$ cat config.mk
export PLATFORM = sky130hd
export DESIGN_NAME = f2_fetch_queue_flat
export DESIGN_NICKNAME = d
export VERILOG_FILES = /design/src/rtl/f2_fetch_queue_if.sv /design/src/rtl/f2_fetch_queue.sv /design/src/flat_wrapper.sv
export SDC_FILE = /design/constraint.sdc
export NUM_CORES = 2
export LEC_CHECK = 0
export ABC_AREA = 1
export CORE_MARGIN = 3
export CORE_UTILIZATION = 25
export CTS_BUF_LIST = sky130_fd_sc_hd__clkbuf_8
export CTS_CLUSTER_SIZE = 25
export DETAILED_ROUTE_END_ITERATION = 10
export PLACE_DENSITY = 0.45
export SLEW_MARGIN = 10
export SYNTH_ARGS = -nofsm -noshare
export SYNTH_HDL_FRONTEND = slang
export SYNTH_SLANG_ARGS = --single-unit
export TNS_END_PERCENT = 30
$ cat constraint.sdc
create_clock -name i_clk -period 7.2 [get_ports i_clk]
set_input_delay 1.8 -clock i_clk [delete_from_list [all_inputs] [get_ports i_clk]]
set_output_delay 1.8 -clock i_clk [all_outputs]
set_load 0.1 [all_outputs]
$ cat src/rtl/f2_fetch_queue_if.sv
// Bundle of the fetch-stage-2 queue's handshake and bus signals: the fetch packet in,
// the decode slots out, the resteer requests in and the redirect to F1 out.
interface f2_fetch_queue_if #(
  parameter int XLEN    = 32,
  parameter int CL_SIZE = 128,
  parameter int DEPTH   = 4,
  parameter int ISSUE_W = 2
);
  localparam int OCC_W = $clog2(DEPTH) + 1;

  logic                    fetch_valid;
  logic                    fetch_ready;
  logic [XLEN-1:0]         fetch_pc;
  logic [CL_SIZE-1:0]      data_even;
  logic [CL_SIZE-1:0]      data_odd;
  logic                    hit_even;
  logic                    hit_odd;
  logic                    fetch_exc;

  logic [ISSUE_W-1:0]      dec_valid;
  logic [32*ISSUE_W-1:0]   dec_instr;
  logic [XLEN*ISSUE_W-1:0] dec_pc;
  logic [ISSUE_W-1:0]      dec_exc;
  logic                    dec_ready;

  logic                    rsteer_rob_taken;
  logic                    rsteer_d1_taken;
  logic                    rsteer_br_taken;
  logic                    rsteer_ras_taken;
  logic [XLEN-1:0]         rsteer_rob_target;
  logic [XLEN-1:0]         rsteer_d1_target;
  logic [XLEN-1:0]         rsteer_br_target;
  logic [XLEN-1:0]         rsteer_ras_target;

  logic                    redirect_valid;
  logic [XLEN-1:0]         redirect_pc;
  logic [OCC_W-1:0]        occupancy;

  modport master (
    output fetch_valid, fetch_pc, data_even, data_odd, hit_even, hit_odd, fetch_exc,
    output dec_ready,
    output rsteer_rob_taken, rsteer_d1_taken, rsteer_br_taken, rsteer_ras_taken,
    output rsteer_rob_target, rsteer_d1_target, rsteer_br_target, rsteer_ras_target,
    input  fetch_ready, dec_valid, dec_instr, dec_pc, dec_exc,
    input  redirect_valid, redirect_pc, occupancy
  );

  modport slave (
    input  fetch_valid, fetch_pc, data_even, data_odd, hit_even, hit_odd, fetch_exc,
    input  dec_ready,
    input  rsteer_rob_taken, rsteer_d1_taken, rsteer_br_taken, rsteer_ras_taken,
    input  rsteer_rob_target, rsteer_d1_target, rsteer_br_target, rsteer_ras_target,
    output fetch_ready, dec_valid, dec_instr, dec_pc, dec_exc,
    output redirect_valid, redirect_pc, occupancy
  );
endinterface

$ cat src/rtl/f2_fetch_queue.sv
// Fetch-stage-2 line queue: stores whole I-cache lines in a circular buffer, extracts up to
// ISSUE_W instructions per cycle toward decode, and flushes/redirects on a prioritised resteer.
module f2_fetch_queue #(
  parameter int XLEN    = 32,
  parameter int CL_SIZE = 128,
  parameter int DEPTH   = 4,
  parameter int ISSUE_W = 2
) (
  input  logic             i_clk,
  input  logic             i_rst_n,
  f2_fetch_queue_if.slave  io_fq
);
  localparam int LB  = CL_SIZE / 8;
  localparam int OB  = $clog2(LB);
  localparam int WPL = CL_SIZE / 32;
  localparam int WB  = $clog2(WPL);
  localparam int PW  = $clog2(DEPTH);

  localparam logic [PW-1:0] PTR_ONE   = PW'(1);
  localparam logic [PW:0]   OCC_ONE   = (PW+1)'(1);
  localparam logic [PW:0]   OCC_TWO   = (PW+1)'(2);
  localparam logic [PW:0]   OCC_DEPTH = (PW+1)'(DEPTH);
  localparam logic [WB-1:0] WORD_ONE  = WB'(1);
  localparam logic [WB-1:0] WORD_LAST = WB'(WPL - 1);

  logic [CL_SIZE-1:0] r_data  [DEPTH];
  logic [XLEN-1:0]    r_base  [DEPTH];
  logic [WB-1:0]      r_start [DEPTH];
  logic [DEPTH-1:0]   r_exc;
  logic [PW-1:0]      r_head;
  logic [PW-1:0]      r_tail;
  logic [PW:0]        r_occ;
  logic [WB-1:0]      r_off;
  logic               r_redir_v;
  logic [XLEN-1:0]    r_redir_pc;

  logic               w_rsteer;
  logic [XLEN-1:0]    w_win_pc;
  logic               w_odd;
  logic               w_prim_hit;
  logic               w_sec_hit;
  logic [CL_SIZE-1:0] w_prim_data;
  logic [CL_SIZE-1:0] w_sec_data;
  logic [XLEN-1:0]    w_prim_base;
  logic [XLEN-1:0]    w_sec_base;
  logic [WB-1:0]      w_prim_start;
  logic [PW:0]        w_free;
  logic               w_ready;
  logic               w_push;
  logic               w_push2;
  logic [2:0]         w_push_cnt;
  logic [2:0]         w_pops;
  logic [2:0]         w_pop_cnt;
  logic               w_deq;
  logic [WB-1:0]      w_off_nxt;
  logic [PW-1:0]      w_idx;
  logic [WB-1:0]      w_off;
  logic [PW:0]        w_avail;
  logic               w_stop;

  logic [ISSUE_W-1:0]      w_dec_valid;
  logic [32*ISSUE_W-1:0]   w_dec_instr;
  logic [XLEN*ISSUE_W-1:0] w_dec_pc;
  logic [ISSUE_W-1:0]      w_dec_exc;

  // Resteer arbitration: ROB beats D1 beats BR beats RAS.
  always_comb begin
    w_rsteer = 1'b0;
    w_win_pc = '0;
    if (io_fq.rsteer_rob_taken) begin
      w_rsteer = 1'b1;
      w_win_pc = io_fq.rsteer_rob_target;
    end else if (io_fq.rsteer_d1_taken) begin
      w_rsteer = 1'b1;
      w_win_pc = io_fq.rsteer_d1_target;
    end else if (io_fq.rsteer_br_taken) begin
      w_rsteer = 1'b1;
      w_win_pc = io_fq.rsteer_br_target;
    end else if (io_fq.rsteer_ras_taken) begin
      w_rsteer = 1'b1;
      w_win_pc = io_fq.rsteer_ras_target;
    end else begin
      w_rsteer = 1'b0;
      w_win_pc = '0;
    end
  end

  assign w_odd        = io_fq.fetch_pc[OB];
  assign w_prim_hit   = w_odd ? io_fq.hit_odd   : io_fq.hit_even;
  assign w_sec_hit    = w_odd ? io_fq.hit_even  : io_fq.hit_odd;
  assign w_prim_data  = w_odd ? io_fq.data_odd  : io_fq.data_even;
  assign w_sec_data   = w_odd ? io_fq.data_even : io_fq.data_odd;
  assign w_prim_base  = {io_fq.fetch_pc[XLEN-1:OB], {OB{1'b0}}};
  assign w_sec_base   = w_prim_base + XLEN'(LB);
  assign w_prim_start = io_fq.fetch_pc[OB-1:2];

  // A packet may enqueue two lines, so two free entries are needed to accept it.
  assign w_free  = OCC_DEPTH - r_occ;
  assign w_ready = (w_free >= OCC_TWO) && !w_rsteer;
  assign w_push  = io_fq.fetch_valid && w_ready && w_prim_hit;
  assign w_push2 = w_push && w_sec_hit;

  // Number of lines written this cycle.
  always_comb begin
    if (w_push2) begin
      w_push_cnt = 3'd2;
    end else if (w_push) begin
      w_push_cnt = 3'd1;
    end else begin
      w_push_cnt = 3'd0;
    end
  end

  // Slot extraction: walk words from the head, crossing lines, stopping after an exception slot.
  always_comb begin
    w_dec_valid = '0;
    w_dec_instr = '0;
    w_dec_pc    = '0;
    w_dec_exc   = '0;
    w_pops      = 3'd0;
    w_idx       = r_head;
    w_off       = r_off;
    w_avail     = r_occ;
    w_stop      = 1'b0;
    for (int i = 0; i < ISSUE_W; i++) begin
      if (!w_stop && (w_avail != '0)) begin
        w_dec_valid[i]              = 1'b1;
        w_dec_instr[32*i +: 32]     = r_data[w_idx][{w_off, 5'd0} +: 32];
        w_dec_pc[XLEN*i +: XLEN]    = r_base[w_idx] + XLEN'({w_off, 2'b00});
        w_dec_exc[i]                = r_exc[w_idx];
        w_stop                      = r_exc[w_idx];
        if (w_off == WORD_LAST) begin
          w_idx   = w_idx + PTR_ONE;
          w_avail = w_avail - OCC_ONE;
          w_pops  = w_pops + 3'd1;
          w_off   = r_start[w_idx];
        end else begin
          w_off   = w_off + WORD_ONE;
        end
      end else begin
        w_stop = 1'b1;
      end
    end
    w_off_nxt = w_off;
  end

  assign w_deq     = w_dec_valid[0] && io_fq.dec_ready && !w_rsteer;
  assign w_pop_cnt = w_deq ? w_pops : 3'd0;

  // Line storage; contents are only observed while counted in occupancy, so no reset.
  always_ff @(posedge i_clk) begin
    if (w_push) begin
      r_data[r_tail]  <= w_prim_data;
      r_base[r_tail]  <= w_prim_base;
      r_start[r_tail] <= w_prim_start;
      r_exc[r_tail]   <= io_fq.fetch_exc;
    end
    if (w_push2) begin
      r_data[r_tail + PTR_ONE]  <= w_sec_data;
      r_base[r_tail + PTR_ONE]  <= w_sec_base;
      r_start[r_tail + PTR_ONE] <= {WB{1'b0}};
      r_exc[r_tail + PTR_ONE]   <= io_fq.fetch_exc;
    end
  end

  // Queue control: pointers, occupancy, head word offset and the one-cycle redirect.
  always_ff @(posedge i_clk or negedge i_rst_n) begin
    if (!i_rst_n) begin
      r_head     <= '0;
      r_tail     <= '0;
      r_occ      <= '0;
      r_off      <= '0;
      r_redir_v  <= 1'b0;
      r_redir_pc <= '0;
    end else if (w_rsteer) begin
      r_head     <= '0;
      r_tail     <= '0;
      r_occ      <= '0;
      r_off      <= '0;
      r_redir_v  <= 1'b1;
      r_redir_pc <= w_win_pc;
    end else begin
      r_redir_v <= 1'b0;
      r_occ     <= r_occ + (PW+1)'(w_push_cnt) - (PW+1)'(w_pop_cnt);
      r_tail    <= r_tail + PW'(w_push_cnt);
      r_head    <= r_head + PW'(w_pop_cnt);
      // A pushed line becomes head when everything older drains this cycle.
      if (w_push && (r_occ == (PW+1)'(w_pop_cnt))) begin
        r_off <= w_prim_start;
      end else if (w_deq) begin
        r_off <= w_off_nxt;
      end else begin
        r_off <= r_off;
      end
    end
  end

  assign io_fq.fetch_ready    = w_ready;
  assign io_fq.dec_valid      = w_dec_valid;
  assign io_fq.dec_instr      = w_dec_instr;
  assign io_fq.dec_pc         = w_dec_pc;
  assign io_fq.dec_exc        = w_dec_exc;
  assign io_fq.redirect_valid = r_redir_v;
  assign io_fq.redirect_pc    = r_redir_pc;
  assign io_fq.occupancy      = r_occ;
endmodule

$ cat src/flat_wrapper.sv
// flat-port wrapper written by rule: the top's interface ports become plain ports
module f2_fetch_queue_flat 
#(
  parameter int XLEN    = 32,
  parameter int CL_SIZE = 128,
  parameter int DEPTH   = 4,
  parameter int ISSUE_W = 2
)
  (i_clk, i_rst_n, io_fq_fetch_valid, io_fq_fetch_pc, io_fq_data_even, io_fq_data_odd, io_fq_hit_even, io_fq_hit_odd, io_fq_fetch_exc, io_fq_dec_ready, io_fq_rsteer_rob_taken, io_fq_rsteer_d1_taken, io_fq_rsteer_br_taken, io_fq_rsteer_ras_taken, io_fq_rsteer_rob_target, io_fq_rsteer_d1_target, io_fq_rsteer_br_target, io_fq_rsteer_ras_target, io_fq_fetch_ready, io_fq_dec_valid, io_fq_dec_instr, io_fq_dec_pc, io_fq_dec_exc, io_fq_redirect_valid, io_fq_redirect_pc, io_fq_occupancy);
  f2_fetch_queue_if #(.XLEN(XLEN), .CL_SIZE(CL_SIZE), .DEPTH(DEPTH), .ISSUE_W(ISSUE_W)) io_fq_i ();
  input  logic i_clk;
  input  logic i_rst_n;
  input wire logic [$bits(io_fq_i.fetch_valid)-1:0] io_fq_fetch_valid;
  input wire logic [$bits(io_fq_i.fetch_pc)-1:0] io_fq_fetch_pc;
  input wire logic [$bits(io_fq_i.data_even)-1:0] io_fq_data_even;
  input wire logic [$bits(io_fq_i.data_odd)-1:0] io_fq_data_odd;
  input wire logic [$bits(io_fq_i.hit_even)-1:0] io_fq_hit_even;
  input wire logic [$bits(io_fq_i.hit_odd)-1:0] io_fq_hit_odd;
  input wire logic [$bits(io_fq_i.fetch_exc)-1:0] io_fq_fetch_exc;
  input wire logic [$bits(io_fq_i.dec_ready)-1:0] io_fq_dec_ready;
  input wire logic [$bits(io_fq_i.rsteer_rob_taken)-1:0] io_fq_rsteer_rob_taken;
  input wire logic [$bits(io_fq_i.rsteer_d1_taken)-1:0] io_fq_rsteer_d1_taken;
  input wire logic [$bits(io_fq_i.rsteer_br_taken)-1:0] io_fq_rsteer_br_taken;
  input wire logic [$bits(io_fq_i.rsteer_ras_taken)-1:0] io_fq_rsteer_ras_taken;
  input wire logic [$bits(io_fq_i.rsteer_rob_target)-1:0] io_fq_rsteer_rob_target;
  input wire logic [$bits(io_fq_i.rsteer_d1_target)-1:0] io_fq_rsteer_d1_target;
  input wire logic [$bits(io_fq_i.rsteer_br_target)-1:0] io_fq_rsteer_br_target;
  input wire logic [$bits(io_fq_i.rsteer_ras_target)-1:0] io_fq_rsteer_ras_target;
  output wire logic [$bits(io_fq_i.fetch_ready)-1:0] io_fq_fetch_ready;
  output wire logic [$bits(io_fq_i.dec_valid)-1:0] io_fq_dec_valid;
  output wire logic [$bits(io_fq_i.dec_instr)-1:0] io_fq_dec_instr;
  output wire logic [$bits(io_fq_i.dec_pc)-1:0] io_fq_dec_pc;
  output wire logic [$bits(io_fq_i.dec_exc)-1:0] io_fq_dec_exc;
  output wire logic [$bits(io_fq_i.redirect_valid)-1:0] io_fq_redirect_valid;
  output wire logic [$bits(io_fq_i.redirect_pc)-1:0] io_fq_redirect_pc;
  output wire logic [$bits(io_fq_i.occupancy)-1:0] io_fq_occupancy;
  assign io_fq_i.fetch_valid = io_fq_fetch_valid;
  assign io_fq_i.fetch_pc = io_fq_fetch_pc;
  assign io_fq_i.data_even = io_fq_data_even;
  assign io_fq_i.data_odd = io_fq_data_odd;
  assign io_fq_i.hit_even = io_fq_hit_even;
  assign io_fq_i.hit_odd = io_fq_hit_odd;
  assign io_fq_i.fetch_exc = io_fq_fetch_exc;
  assign io_fq_i.dec_ready = io_fq_dec_ready;
  assign io_fq_i.rsteer_rob_taken = io_fq_rsteer_rob_taken;
  assign io_fq_i.rsteer_d1_taken = io_fq_rsteer_d1_taken;
  assign io_fq_i.rsteer_br_taken = io_fq_rsteer_br_taken;
  assign io_fq_i.rsteer_ras_taken = io_fq_rsteer_ras_taken;
  assign io_fq_i.rsteer_rob_target = io_fq_rsteer_rob_target;
  assign io_fq_i.rsteer_d1_target = io_fq_rsteer_d1_target;
  assign io_fq_i.rsteer_br_target = io_fq_rsteer_br_target;
  assign io_fq_i.rsteer_ras_target = io_fq_rsteer_ras_target;
  assign io_fq_fetch_ready = io_fq_i.fetch_ready;
  assign io_fq_dec_valid = io_fq_i.dec_valid;
  assign io_fq_dec_instr = io_fq_i.dec_instr;
  assign io_fq_dec_pc = io_fq_i.dec_pc;
  assign io_fq_dec_exc = io_fq_i.dec_exc;
  assign io_fq_redirect_valid = io_fq_i.redirect_valid;
  assign io_fq_redirect_pc = io_fq_i.redirect_pc;
  assign io_fq_occupancy = io_fq_i.occupancy;
  f2_fetch_queue #(.XLEN(XLEN), .CL_SIZE(CL_SIZE), .DEPTH(DEPTH), .ISSUE_W(ISSUE_W)) u_core (.i_clk(i_clk), .i_rst_n(i_rst_n), .io_fq(io_fq_i));
endmodule
==> results.py <==
metrics = {
    "power_and_ir_drop": {
        "ir_drop_mv": 0.204,
        "cell_internal_pwr_w": 0.00683,
        "p_seq_share_pct": 46.3,
        "combPwrFrac_pct": 11.6,
        "power_switching_share_pct": 27.9,
        "total_power_w": 0.00946,
        "power.density_nw_per_um2": 173,
        "clkPwrFrac_pct": 42.1,
        "switchingPower_w": 0.00264,
        "p_leak_nw": 21.1,
    },
    "clock_tree": {
        "ctsHoldBuffers": 0,
        "cts_tree": "done",
        "root_buffer": "clkbuf_8",
        "h-tree-depth": 4,
        "cts.clk_slew.worst_paths_ns": 0.05,
        "cts_buffer_depth": 3,
        "cts_resized": 0,
        "cts_made_buffers": 137,
        "postCtsSetupBuffers": 0,
        "clk_latency_ns": 0.91,
        "cts_num_sinks": 678,
    },
    "logic_synthesis": {
        "async_flop_share_pct": 6.19,
        "ys_seq_elements": 678,
        "synth_area_sq_um": 43700,
        "synth_edf_count": 624,
        "synth.top_cells.by_area": "edfxtp_1 (43%), o21ai_0 (13%), nand2_1 (13%), a21oi_1 (4.4%), o211ai_1 (4.1%)",
        "synth_cells": 5688,
        "yosysMostFrequentCell": "nand2_1",
        "netlist.area_leader.share_pct": 42.9,
        "ys_types": 43,
        "ys_top_cells_by_count": "nand2_1 (1488), o21ai_0 (1149), edfxtp_1 (624)",
        "yosys.area.top_type": "edfxtp_1",
        "ys_seq_area_share_pct": 45.8,
        "yosys_most_used_dff": "edfxtp_1",
        "syn_area_per_cell_sq_um": 7.68,
        "yosys_warnings": 0,
    },
    "placed_design": {
        "pre_cts_ws_ns": 1.34,
        "dp.final_hpwl_mm": 139,
        "port_buffers": 589,
        "place_congestion": 0.902,
    },
    "outcome": {
        "status": "finished clean",
    },
    "critical_path": {
        "cp.arrival_ns": 4.94,
        "required_ns": 5.40,
        "critPathMaxFanout": 87,
        "cp-end-kind": "output pin",
        "critical_path.startpoint": "u_core.r_head[1]$_DFF_PN0_",
        "cp-start-kind": "flip-flop",
        "path_class": "reg2out",
        "crit-reg2reg-launch": "u_core.r_head[0]$_DFF_PN0_",
    },
    "die": {
        "die_area_sq_um": 180000,
        "die_w_um": 424,
        "start_util_pct": 25.3,
        "ios": 596,
        "die_y_um": 424,
        "core.rowCount": 152,
        "core_sq_um": 173000,
    },
    "timing": {
        "hold_violations": 0,
        "slew_headroom_pct": 17.5,
        "min_period_ns": 6.74,
        "finalCritPeriodShare_pct": 93.7,
        "setup_viol": 0,
        "max_freq_ghz": 0.148,
        "setup_ws_ns": 0.456,
        "worstMarginPinSlew_ns": 1.22,
        "finalClockSkew_ns": 0.0470,
        "rsz0062_at_grt": "no",
        "slew_violations": 0,
        "whs_ns": 0.493,
    },
    "layout": {
        "area_growth_pct": 24.8,
        "layout-drive-gt1-share_pct": 7.17,
        "final_nets": 6498,
    },
    "grt": {
        "gr-total-overflow": 0,
        "grt_pass1_vias": 39900,
        "antenna_found_initial": 61,
        "grt_max_degree": 214,
        "grt_pass1_wl_mm": 289,
        "grtUsageTotal_pct": 22.1,
    },
    "route": {
        "drt_iter0_drc": 4487,
        "drtAntennaViolNets": 0,
        "vias": 43400,
        "drc": 0,
        "wl_mm": 206,
        "viasPerCell": 5.11,
        "drtPass1Iterations": 6,
        "wl_per_cell_um": 24.3,
    },
    "job": {
        "cap_violations": 0,
    },
    "min_path": {
        "worst_hold_path_type": "reg2reg",
        "worstHoldStart": "u_core.r_start[0][0]$_SDFFE_PP0P_",
    },
}
[placed cells by master, fill, tap and decap left out, types with 164 or more instances in the layout]
cell,netlist,routed
clkdlybuf4s50_1,0,489
o211ai_1,238,238
nand2_1,1488,1481
a21oi_1,387,387
buf_4,9,164
edfxtp_1,624,624
nor2_1,283,283
nand3_1,180,180
inv_1,379,417
o21ai_0,1149,1149
[registers in the layout, summed over array words and instances (netlist names)]
signal	flops
u_core.r_base	112
u_core.r_exc	4
u_core.r_head	2
u_core.io_fq.occupancy	3
u_core.r_start	8
u_core.io_fq.redirect_pc	32
u_core.r_data	512
u_core.r_tail	2
u_core.r_off	2
u_core.io_fq.redirect_valid	1
[power groups by stage]
stage	Clock, W	Sequential, W	Combinational (W)
6_report	0.00398	0.00438	0.00110
5_1_grt	0.00425	0.00438	0.00122
4_1_cts	0.00409	0.00438	0.00111
3_5_place_dp	0	0.00446	0.00110
3_3_place_gp	0	0.00446	0.00109
2_1_floorplan	0	0.00459	0.000482
[cells by family after synthesis]
kind of cell	Yosys count	share of synthesized area (%)
compound gates	2031	25.2
xor+xnor	26	0.521
fa+ha+maj	12	0.378
buf+inv	873	8.37
flops	678	45.8
mux	73	1.67
other cells	1	0.00858
simple gates	1994	18.0
[worst paths after layout]
check	slack [ns]	to	depth (start not counted)
max	0.46	io_fq_dec_instr[44]	12
min	0.49	u_core.r_start[0][0]$_SDFFE_PP0P_	2
max reg2reg	2.54	u_core.io_fq.occupancy[2]$_DFF_PN0_	20
min reg2reg	0.49	u_core.r_start[0][0]$_SDFFE_PP0P_	2
max in group asynchronous	5.59	u_core.r_off[0]$_DFFE_PN0P_	2
min in group asynchronous	1.06	u_core.io_fq.redirect_pc[1]$_DFFE_PN0N_	2
[critical path: stages, from the launching register on]
cell     delay, ns
dfrtp_4       1.00
inv_2         0.27
nand2_1       0.20
nand3_1       0.21
nand2_8       0.16
buf_12        0.40
o21ai_0       0.17
o22ai_1       0.41
a21oi_1       0.29
o21ai_0       0.34
nand2_1       0.11
nor2_1        0.25
buf_12        0.21
[routing by layer]
layer  global-route usage, %  up-vias  wire length, um
li1                        -    20500                -
met1                    27.7    20700            83500
met2                    36.6     1848            99200
met3                    3.15      380            12800
met4                    11.9        2            10900
met5                       0        -               13
[through the flow]
stage,instance area [sq um],util [%],setup TNS [ns],cells
final,54600,31.6,0,8503
after global placement,51900,30.0,0,8230
after detailed placement,51900,30.0,0,8230
after global routing,54600,31.6,0,8502
after CTS,54500,31.6,0,8475
after floorplan,43700,-,-16.34,5691
[area by class of cell]
cell class | instances | area (sq um)
Tap cell | 2310 | 2890
Clock buffer | 139 | 1910
Fill cell | 18400 | 118000
Timing Repair Buffer | 715 | 7330
Sequential cell | 678 | 20000
Multi-Input combinational cell | 4140 | 20200
Antenna cell | 28 | 70.1
Clock inverter | 106 | 684
Inverter | 387 | 1480
Note: power is estimated with default switching activity, not from simulation.
